### src/rtl/comparator.sv
// rtl/comparator.sv - registered signed/unsigned magnitude comparator with one-hot eq/lt/gt flags
module comparator #(
  parameter int WIDTH = 8
) (
  input  logic             clk,
  input  logic             rst_n,
  input  logic [WIDTH-1:0] A,
  input  logic [WIDTH-1:0] B,
  input  logic             sign,
  output logic             eq,
  output logic             lt,
  output logic             gt
);

  logic mag_lt;
  logic mag_gt;
  logic msb_diff;
  logic flip;
  logic nxt_eq;
  logic nxt_lt;
  logic nxt_gt;

  // One unsigned magnitude compare; in signed mode with differing sign bits
  // the operand with MSB set is the negative one, so lt/gt simply swap.
  // When the sign bits match, the unsigned order of the full words is already
  // the signed order, so no subtractor or overflow detection is needed.
  always_comb begin
    mag_lt   = 1'b0;
    mag_gt   = 1'b0;
    msb_diff = 1'b0;
    flip     = 1'b0;
    nxt_eq   = 1'b0;
    nxt_lt   = 1'b0;
    nxt_gt   = 1'b0;

    mag_lt   = (A < B);
    mag_gt   = (A > B);
    msb_diff = A[WIDTH-1] ^ B[WIDTH-1];
    flip     = sign & msb_diff;

    nxt_eq   = (A == B);
    nxt_lt   = flip ? mag_gt : mag_lt;
    nxt_gt   = flip ? mag_lt : mag_gt;
  end

  // Output flags are the only state; reset clears all three, which is the
  // only time no flag is asserted.
  always_ff @(posedge clk) begin
    if (!rst_n) begin
      eq <= 1'b0;
      lt <= 1'b0;
      gt <= 1'b0;
    end else begin
      eq <= nxt_eq;
      lt <= nxt_lt;
      gt <= nxt_gt;
    end
  end

endmodule

### config.mk
export PLATFORM = sky130hd
export DESIGN_NAME = comparator
export DESIGN_NICKNAME = d
export VERILOG_FILES = /design/src/rtl/comparator.sv
export SDC_FILE = /design/constraint.sdc
export NUM_CORES = 1
export LEC_CHECK = 0
export BUFFER_PORTS_ARGS = -buffer_cell sky130_fd_sc_hd__buf_4
export CAP_MARGIN = 15
export CORE_AREA = 3 3 40 42
export CTS_CLUSTER_DIAMETER = 50
export DETAILED_ROUTE_END_ITERATION = 16
export DIE_AREA = 0 0 43 45
export GPL_ROUTABILITY_DRIVEN = 0
export GPL_TIMING_DRIVEN = 0
export HOLD_SLACK_MARGIN = 0.08
export MAX_ROUTING_LAYER = met4
export RECOVER_POWER = 25
export SLEW_MARGIN = 20
export SYNTH_ARGS = -nofsm -noshare
export SYNTH_HDL_FRONTEND = slang
export SYNTH_SLANG_ARGS = --single-unit
### constraint.sdc
create_clock -name clk -period 1.9 [get_ports clk]
set_input_delay 0.38 -clock clk [delete_from_list [all_inputs] [get_ports clk]]
set_output_delay 0.38 -clock clk [all_outputs]
set_load 0.01 [all_outputs]
==> impl_metrics.ini <==
[clocking]
hold_buffers = 0
cts_resized = 0
cts_num_sinks = 3
clock_tree.buffer_depth = 2
post_cts.repair.setup_buffers = 0
cts_tree = built
path_clk_slew_ns = 0.04
root_buffer = clkbuf_4
cts-buffers-inserted = 3
clock_tree.htree_level_count = 1

[global_routing]
grt_max_degree = 4
global_route_usage_over_all_layers_pct = 6.93
first_global_vias = 263
grt_pass1_wl_um = 924
number_of_antenna_violations_at_the_first_check_in_global_routing = 0
globalRoute.totalOverflow = 0

[pwr]
power.share.switching_pct = 25.4
power.sequential.fraction_pct = 25.9
vdd.ir_drop.worst_mv = 0.146
p_switching_mw = 0.0681
pwr-share-clk_pct = 41.3
post-layout-total-power_mw = 0.268
leakage_nw = 0.291
power.internal_mw = 0.200
power-per-cell-area_nw_per_um2 = 531
power_frac_comb_pct = 32.8

[layout]
most_frequent_standard_cell_in_the_layout_excluding_fill_and_tap_cells = buf_4
post_route_cells_drive_above_1_share_pct = 40.3
fin_util_pct = 39.3
n_antenna_cell = 0
syn2layout_area_growth_pct = 64.9
fin_nets = 90
most-common-layout-cells = buf_4 (20), inv_1 (9), ha_1 (8)

[timing]
finalMaxSlewViolations = 0
layout_min_cycle_time_ns = 1.46
slew_headroom_pct = 89.7
setup_viol = 0
hold_viol = 0
unrepaired_setup_endpoints_after_global_routing = no
final.hold.worst_slack_ns = 0.420
slew_at_the_pin_closest_to_its_max_slew_limit_ns = 0.153
fmax_mhz = 685
final.setup.tns_ns = 0
portion_of_the_clock_cycle_consumed_by_the_worst_path_in_the_final_layout_pct = 76.8
finalWorstSetupSlack_ns = 0.440

[worst_setup_path]
worst-endpoint-required_ns = 2.01
critical_path_arrival_ns = 1.57
critical_path_peak_fanout = 2
cell_type_group_with_the_largest_total_delay_on_the_critical_path = compound AO/OA/AOI/OAI gates
timing.setup.critical_path_class = in -> reg
critical-path-slowest-cell = a211o_1
critical_path_cell_by_cell = buf_4 > ha_1 > nor2b_1 > o211ai_2 > a21oi_1 > a211o_1 > mux2i_1
number_of_buffer_and_inverter_instances_along_the_worst_setup_path = 1
startpoint_type = input pin
crit_path_max_incr_delay_ns = 0.31
end_kind = flop
critPathLaunch = A[1]

[yosys]
ys_types = 15
yosysWarningCount = 0
synth_top_cells_by_area = ha_1 (33%), dfxtp_1 (20%), inv_1 (11%)
synth-seq-area-share_pct = 19.6
syn-num-nets = 64
synthesis.area_per_instance_um2 = 8.28
synthCells = 37
post-synth-top-area-fraction_pct = 32.7
synth.cell_area_um2 = 307
synth_seq_cells = 3
yosys.area.top_type = ha_1

[routing]
drc = 0
drt-initial-drc-count = 1
antenna_violating_nets_post_route = 0
drt_pass1_iterations = 2
vias_per_cell = 4.09
num_vias = 315
route.final.wire_length_um = 617
wl_per_instance_um = 8.01

[floorplan]
chipHeight_um = 45
initial_utilization_pct = 23.9
core_region_area_um2 = 1280
fp.dieArea_um2 = 1940
core.rowCount = 13
floorplan.io_pins = 22
die_width_um = 43

[hold_path]
path_category_of_the_worst_min_delay_check = in -> reg
hold_path_startpoint = rst_n

[outcome]
run_status = complete, no violations

[placement]
place.port_buffers = 21
preCtsSetupSlack_ns = 0.193

[flow_run]
maxCapViolCount = 0
logic make-up (layout without fill, tap and decap cells):
kind of cell | Yosys count | count (layout) | synth area share (%)
multiplexers | 2 | 2 | 6.53
AND/OR/NAND/NOR | 9 | 9 | 15.9
adder cells (fa/ha/maj) | 8 | 8 | 32.7
buffers and inverters | 9 | 34 | 11.0
AO/OA/AOI/OAI | 6 | 6 | 14.3
flip-flops | 3 | 3 | 19.6
cell usage after synthesis (all sizes together):
library cell	number
dfxtp	3
nand3	1
ha	8
nor2b	1
nand4	2
o211ai	2
nand2b	1
a211o	1
mux2i	2
or2	1
a21oi	3
nor3	1
nand2	2
inv	9
final cells by class:
class | count | area (um2)
multi-input cells | 25 | 213
flip-flops and latches | 3 | 60.1
clock buffers | 4 | 26.3
well taps | 15 | 18.8
fillers | 137 | 779
repair buffers | 21 | 154
inverters | 9 | 33.8
power groups by stage:
stage	logic (mW)	clock network, mW	registers [mW]
final	0.0879	0.111	0.0696
after global routing	0.100	0.123	0.0701
after CTS	0.0898	0.116	0.0696
after detailed placement	0.0894	0	0.0706
after global placement	0.0885	0	0.0705
after floorplan	0.0429	0	0.0735
worst paths after layout:
check / endpoint / cells after the start
worst min-delay path: lt / 3
worst max-delay path: gt / 7
per-layer routing:
metal / part of all wire, % / vias up / GRT usage [%]
met5: 0 / - / -
met4: 0 / 0 / 7.23
met3: 15 / 0 / 2.79
met2: 41 / 18 / 7.78
met1: 45 / 119 / 8.63
li1: - / 178 / -
per-stage QoR:
stage | std cells | cell area (um2)
2_1_floorplan | 37 | 307
3_3_place_gp | 73 | 483
3_5_place_dp | 73 | 483
4_1_cts | 77 | 509
5_1_grt | 77 | 505
6_report | 77 | 505
registers in the layout, indices dropped and copies added (netlist names):
signal and flops:
gt 1, eq 1, lt 1
No activity file was read; power rests on OpenSTA's default activity.
